### config.mk
export PLATFORM = sky130hd
export DESIGN_NAME = alu_operand_loader_flat
export DESIGN_NICKNAME = d
export VERILOG_FILES = /design/src/rtl/alu_pkg.sv /design/src/rtl/alu_operand_loader_if.sv /design/src/rtl/edge_detector.sv /design/src/rtl/alu_operand_loader.sv /design/src/flat_wrapper.sv
export SDC_FILE = /design/constraint.sdc
export NUM_CORES = 1
export LEC_CHECK = 0
export ABC_AREA = 1
export BUFFER_PORTS_ARGS = -buffer_cell sky130_fd_sc_hd__buf_2
export CELL_PAD_IN_SITES_DETAIL_PLACEMENT = 1
export CELL_PAD_IN_SITES_GLOBAL_PLACEMENT = 1
export CORE_MARGIN = 5
export CORE_UTILIZATION = 39
export CTS_CLUSTER_SIZE = 14
export DETAILED_ROUTE_END_ITERATION = 12
export MAX_ROUTING_LAYER = met4
export PLACE_DENSITY = 0.83
export SYNTH_ARGS = -nofsm -noshare
export SYNTH_HDL_FRONTEND = slang
export SYNTH_HIERARCHICAL = 1
export SYNTH_SLANG_ARGS = --single-unit
### constraint.sdc
create_clock -name clk -period 2.1 [get_ports clk]
set_input_delay 0.21 -clock clk [delete_from_list [all_inputs] [get_ports clk]]
set_output_delay 0.21 -clock clk [all_outputs]
set_load 0.03 [all_outputs]
### src/rtl/alu_pkg.sv
// Shared definitions for the modulus/ALU front-end and the downstream stage.
package alu_pkg;

  // Default operand width in bits
  localparam int DEFAULT_N = 2;

  // Loader FSM states; encoding 2'd3 is unused and recovers to IDLE
  typedef enum logic [1:0] {
    IDLE  = 2'd0,
    GOT_A = 2'd1,
    VALID = 2'd2
  } state_t;

endpackage

### src/rtl/alu_operand_loader_if.sv
// Operand bus between the switch/button source and the operand loader.
interface alu_operand_loader_if
  import alu_pkg::*;
#(
  parameter int N     = DEFAULT_N,
  parameter int CNT_W = 8
);
  logic [N-1:0]     data_in;
  logic             load;
  logic             clear;
  logic [N-1:0]     dividend;
  logic [N-1:0]     divisor;
  logic             operands_valid;
  logic             sample;
  logic             div_by_zero;
  state_t           state;
  logic [CNT_W-1:0] op_count;

  // Loader side: consumes the input bus, presents the operands
  modport slave (
    input  data_in, load, clear,
    output dividend, divisor, operands_valid, sample, div_by_zero, state, op_count
  );

  // Source side: drives the input bus, observes the operands
  modport master (
    output data_in, load, clear,
    input  dividend, divisor, operands_valid, sample, div_by_zero, state, op_count
  );
endinterface

### src/rtl/edge_detector.sv
// 1-bit rising-edge detector for level inputs such as push buttons.
// A level already high when reset releases produces no edge until it has
// gone low and high again.
module edge_detector (
  input  logic clk,
  input  logic rst,
  input  logic level,
  output logic rise
);
  logic prev_reg;
  logic armed_reg;

  // Remember last level; arm only after the first post-reset clock
  always_ff @(posedge clk or posedge rst) begin
    if (rst) begin
      prev_reg  <= 1'b0;
      armed_reg <= 1'b0;
    end else begin
      prev_reg  <= level;
      armed_reg <= 1'b1;
    end
  end

  assign rise = level & ~prev_reg & armed_reg;
endmodule

### src/rtl/alu_operand_loader.sv
// Sequential operand capture for the modulus/ALU stage: dividend then divisor
// from one shared bus, then both held stable with valid/sample/zero flags.
module alu_operand_loader
  import alu_pkg::*;
#(
  parameter int N     = DEFAULT_N,
  parameter int CNT_W = 8
) (
  input logic                 clk,
  input logic                 rst,
  alu_operand_loader_if.slave bus
);
  state_t           state_reg, state_next;
  logic [N-1:0]     dividend_reg;
  logic [N-1:0]     divisor_reg;
  logic [CNT_W-1:0] count_reg;
  logic             sample_reg;
  logic             load_edge;
  logic             capture_a;
  logic             capture_b;

  edge_detector u_load_edge (
    .clk   (clk),
    .rst   (rst),
    .level (bus.load),
    .rise  (load_edge)
  );

  // Next-state and capture decode; clear overrides any load edge
  always_comb begin
    state_next = state_reg;
    capture_a  = 1'b0;
    capture_b  = 1'b0;
    if (bus.clear) begin
      state_next = IDLE;
    end else begin
      case (state_reg)
        IDLE: begin
          if (load_edge) begin
            capture_a  = 1'b1;
            state_next = GOT_A;
          end
        end
        GOT_A: begin
          if (load_edge) begin
            capture_b  = 1'b1;
            state_next = VALID;
          end
        end
        VALID: begin
          if (load_edge) begin
            capture_a  = 1'b1;
            state_next = GOT_A;
          end
        end
        default: state_next = IDLE;
      endcase
    end
  end

  // State register
  always_ff @(posedge clk or posedge rst) begin
    if (rst) state_reg <= IDLE;
    else     state_reg <= state_next;
  end

  // Operand registers and issue counter; values survive a clear
  always_ff @(posedge clk or posedge rst) begin
    if (rst) begin
      dividend_reg <= '0;
      divisor_reg  <= '0;
      count_reg    <= '0;
    end else begin
      if (capture_a) dividend_reg <= bus.data_in;
      if (capture_b) begin
        divisor_reg <= bus.data_in;
        count_reg   <= count_reg + 1'b1;
      end
    end
  end

  // Sample strike: high only in the first cycle spent in VALID
  always_ff @(posedge clk or posedge rst) begin
    if (rst) sample_reg <= 1'b0;
    else     sample_reg <= (state_next == VALID) && (state_reg != VALID);
  end

  assign bus.dividend       = dividend_reg;
  assign bus.divisor        = divisor_reg;
  assign bus.operands_valid = (state_reg == VALID);
  assign bus.div_by_zero    = (state_reg == VALID) && (divisor_reg == '0);
  assign bus.sample         = sample_reg;
  assign bus.state          = state_reg;
  assign bus.op_count       = count_reg;
endmodule

### src/flat_wrapper.sv
// flat-port wrapper written by rule: the top's interface ports become plain ports
module alu_operand_loader_flat import alu_pkg::*;
#(
  parameter int N     = DEFAULT_N,
  parameter int CNT_W = 8
)
  (clk, rst, bus_data_in, bus_load, bus_clear, bus_dividend, bus_divisor, bus_operands_valid, bus_sample, bus_div_by_zero, bus_state, bus_op_count);
  alu_operand_loader_if #(.N(N), .CNT_W(CNT_W)) bus_i ();
  input logic clk;
  input logic rst;
  input wire logic [$bits(bus_i.data_in)-1:0] bus_data_in;
  input wire logic [$bits(bus_i.load)-1:0] bus_load;
  input wire logic [$bits(bus_i.clear)-1:0] bus_clear;
  output wire logic [$bits(bus_i.dividend)-1:0] bus_dividend;
  output wire logic [$bits(bus_i.divisor)-1:0] bus_divisor;
  output wire logic [$bits(bus_i.operands_valid)-1:0] bus_operands_valid;
  output wire logic [$bits(bus_i.sample)-1:0] bus_sample;
  output wire logic [$bits(bus_i.div_by_zero)-1:0] bus_div_by_zero;
  output wire logic [$bits(bus_i.state)-1:0] bus_state;
  output wire logic [$bits(bus_i.op_count)-1:0] bus_op_count;
  assign bus_i.data_in = bus_data_in;
  assign bus_i.load = bus_load;
  assign bus_i.clear = bus_clear;
  assign bus_dividend = bus_i.dividend;
  assign bus_divisor = bus_i.divisor;
  assign bus_operands_valid = bus_i.operands_valid;
  assign bus_sample = bus_i.sample;
  assign bus_div_by_zero = bus_i.div_by_zero;
  assign bus_state = bus_i.state;
  assign bus_op_count = bus_i.op_count;
  alu_operand_loader #(.N(N), .CNT_W(CNT_W)) u_core (.clk(clk), .rst(rst), .bus(bus_i));
endmodule
==> results_dict.tcl <==
set metrics [dict create \
    port-buffer-count 22 \
    via_count_of_the_first_global_routing_pass 700 \
    number_of_flops_mapped_to_enable_cells_by_yosys 0 \
    timing.critical_path.arrival_ns 1.25 \
    status "finished clean" \
    post_place_setup_slack_ns 0.735 \
    global_route.usage.total_pct 14.3 \
    ctsHtreeMaxLevel 1 \
    critical_path.startpoint_type "flip-flop" \
    reg2reg_to "u_core/bus.divisor[0]" \
    part_of_the_yosys_area_used_for_sequential_elements_pct 53.5 \
    fin_skew_ns 0.000753 \
    detail_route.drc_violations 0 \
    yosys_most_used_dff "dfrtp_1" \
    timing_worst_slew_pin_value_ns 0.560 \
    start_of_the_worst_register_to_register_path "u_core/u_load_edge/prev_reg" \
    p_int_mw 0.457 \
    initial_utilization_pct 40.9 \
    ant_nets 0 \
    synth.largest_area_cell "dfrtp_1" \
    syn-num-nets 92 \
    cell_row_count 16 \
    pwr-share-seq_pct 56.6 \
    maxSlewHeadroom_pct 62.7 \
    clkLatencyLatePin_ns 0.28 \
    synth.top_cells.by_area "dfrtp_1, nand2_1, inv_1" \
    fin_setup_tns_ns 0 \
    comb_power_share_pct 17.6 \
    holdPathStages 1 \
    path_max_fanout 4 \
    areaGrowthSynthToFinish_pct 21.3 \
    hold_path_end "u_core/u_load_edge/prev_reg" \
    unrepaired_setup_endpoints_after_global_routing "false" \
    worst-setup-path-type "flip-flop to output port" \
    p_leak_nw 0.532 \
    post_synth_inst_count 85 \
    hp-class "primary input to flip-flop" \
    largest_net_degree_at_the_start_of_global_routing 16 \
    cts.path.max_buffers 2 \
    setup_ws_ns 0.637 \
    worst_ep_required_time_ns 1.89 \
    hold_violations 0 \
    cp-end-kind "output port" \
    grt_first_pass_wirelength_um 3000 \
    asyncSetResetFlopFracSynth_pct 100 \
    inserted_clock_buffers 3 \
    number_of_setup_violations_in_the_final_report 0 \
    floorplan.die.width_um 55.1 \
    fp.coreArea_mm2 0.00194 \
    place.detailed.hpwl_um 1370 \
    maxCapViolCount 0 \
    global_placement_routability_congestion 0.759 \
    largest_register_ffs 8 \
    ys_seq_elements 17 \
    post-route-min-period_ns 1.46 \
    cts.clk_slew.worst_paths_ns 0.09 \
    io-pin-count 23 \
    cts_tree "yes" \
    die_h_um 55.1 \
    nets 119 \
    power-per-cell-area_mw_per_mm2 680 \
    antenna_violations_before_repair 0 \
    worstHoldStart "bus_load" \
    cts_resized 0 \
    yosysTopAreaCellShare_pct 53.5 \
    mean_syn_cell_area_um2 9.35 \
    vias_per_cell 4.51 \
    clock-root-buffer "clkbuf_4" \
    antenna_fix_cells 0 \
    power.net_switching_mw 0.198 \
    drt-total-wl_um 1690 \
    routed_length_per_placed_instance_um 12.3 \
    vdd.ir_drop.worst_v 0.000333 \
    worst-r2r-setup-slack_ns 0.72 \
    worst_r2r_path_cells 6 \
    power.clock.fraction_pct 25.8 \
    post_synthesis_instance_area_um2 795 \
    drt_first_iter_violations 3 \
    grt.overflow.total 0 \
    ys.warnings.count 6 \
    max_freq_mhz 684 \
    yosys.cell_types.count 20 \
    fillers 250 \
    final_layout_size_suffix_gt1_share_pct 32.4 \
    number_of_vias_after_detailed_routing 623 \
    finalCritPeriodShare_pct 69.7 \
    power.share.switching_pct 30.2 \
    maxSlewViolCount 0 \
    clkSinkCount 17 \
    dieArea_mm2 0.00304 \
    drt_pass1_iterations 3 \
]
[power by group through the flow]
stage          registers (mW)  clock network [mW]  logic [mW]
6_report                0.371               0.169       0.115
5_1_grt                 0.376               0.193       0.126
4_1_cts                 0.372               0.178       0.117
3_5_place_dp            0.378                   0       0.116
3_3_place_gp            0.376                   0       0.111
2_1_floorplan           0.419                   0      0.0320
[per-layer routing]
metal | part of all wire (%) | routed length, um | global-route usage (%)
met1 | 45 | 770 | 16.8
met2 | 51 | 856 | 24.2
met3 | 3.1 | 53 | 2.41
met4 | 0.77 | 13 | 6.07
met5 | 0 | 0 | -
[layout make-up]
| cell class | instances | area, um^2 | share of cell area, % |
|---|---|---|---|
| clock buffer | 4 | 26.3 | 2.73 |
| inverter | 14 | 52.6 | 5.45 |
| tap | 27 | 33.8 | 3.51 |
| timing repair buffer | 23 | 120 | 12.5 |
| multi-input combinational | 53 | 305 | 31.7 |
| sequential | 17 | 425 | 44.2 |
[cell usage after synthesis, types with 2 or more instances]
cell     instances
dfrtp_1         17
inv_1           14
nand2_1         22
nand2_2          5
nand3_1          2
nor2_1           5
o21ai_0          4
o31ai_1          2
xnor2_2          3
[cell usage in the layout, fill, tap and decap left out]
cell type,Yosys,final
buf_2,0,22
clkbuf_1,0,1
clkbuf_4,0,3
conb_1,1,1
dfrtp_1,17,17
dlygate4sd3_1,0,1
ha_1,1,1
inv_1,14,14
nand2_1,22,22
nand2_2,5,5
nand3_1,2,2
nand3_2,1,1
nand4_1,1,1
nor2_1,5,5
nor2_2,1,1
nor2_4,1,1
nor3_1,1,1
o21ai_0,4,4
o31ai_1,2,2
or2_1,1,1
xnor2_1,1,1
xnor2_2,3,3
xor2_1,1,1
[metrics by stage]
stage	utilization [%]	area, um^2	power (mW)	hold WS [ns]	std cells
2_1_floorplan	-	795	0.451	-0.0488	85
3_3_place_gp	47.7	927	0.488	0.0676	133
3_5_place_dp	47.7	927	0.494	0.0761	133
4_1_cts	49.6	963	0.667	0.0441	138
5_1_grt	49.6	963	0.695	0.0310	138
6_report	49.6	963	0.655	0.0548	138
[worst max-delay path: stages (launching register included)]
cell	delay, ns
dfrtp_1	0.43
nor2_1	0.14
inv_1	0.07
nor3_1	0.11
buf_2	0.22
[logic make-up (layout without fill, tap and decap cells)]
kind of cell / after synthesis / in the layout / share of synthesized area [%]
buffers and inverters: 15 / 41 / 8.03
flip-flops: 17 / 17 / 53.5
XOR/XNOR: 5 / 5 / 8.35
AND/OR/NAND/NOR: 40 / 40 / 23.6
other: 1 / 1 / 0.472
AO/OA/AOI/OAI: 6 / 6 / 4.41
adder cells (fa/ha/maj): 1 / 1 / 1.57
[how the worst max path moves through the flow]
stage / startpoint / to / slack, ns / cells past startpoint
2_1_floorplan: u_core/bus.state[1] / bus_div_by_zero / 0.05 / 4
3_5_place_dp: u_core/u_load_edge/prev_reg / u_core/bus.divisor[1] / 0.73 / 6
6_report: u_core/bus.state[0] / bus_div_by_zero / 0.64 / 4
5_1_grt: u_core/u_load_edge/armed_reg / u_core/bus.divisor[0] / 0.55 / 7
3_3_place_gp: u_core/u_load_edge/prev_reg / u_core/bus.divisor[0] / 0.79 / 6
4_1_cts: u_core/bus.state[0] / bus_div_by_zero / 0.62 / 4
[timing repair]
item | 4_1_cts | 5_1_grt
hold buffers | 1 | 0
endpoints found under the hold margin | 17 | 0
buffers inserted | 0 | 0
No activity file was read; power rests on OpenSTA's default activity.
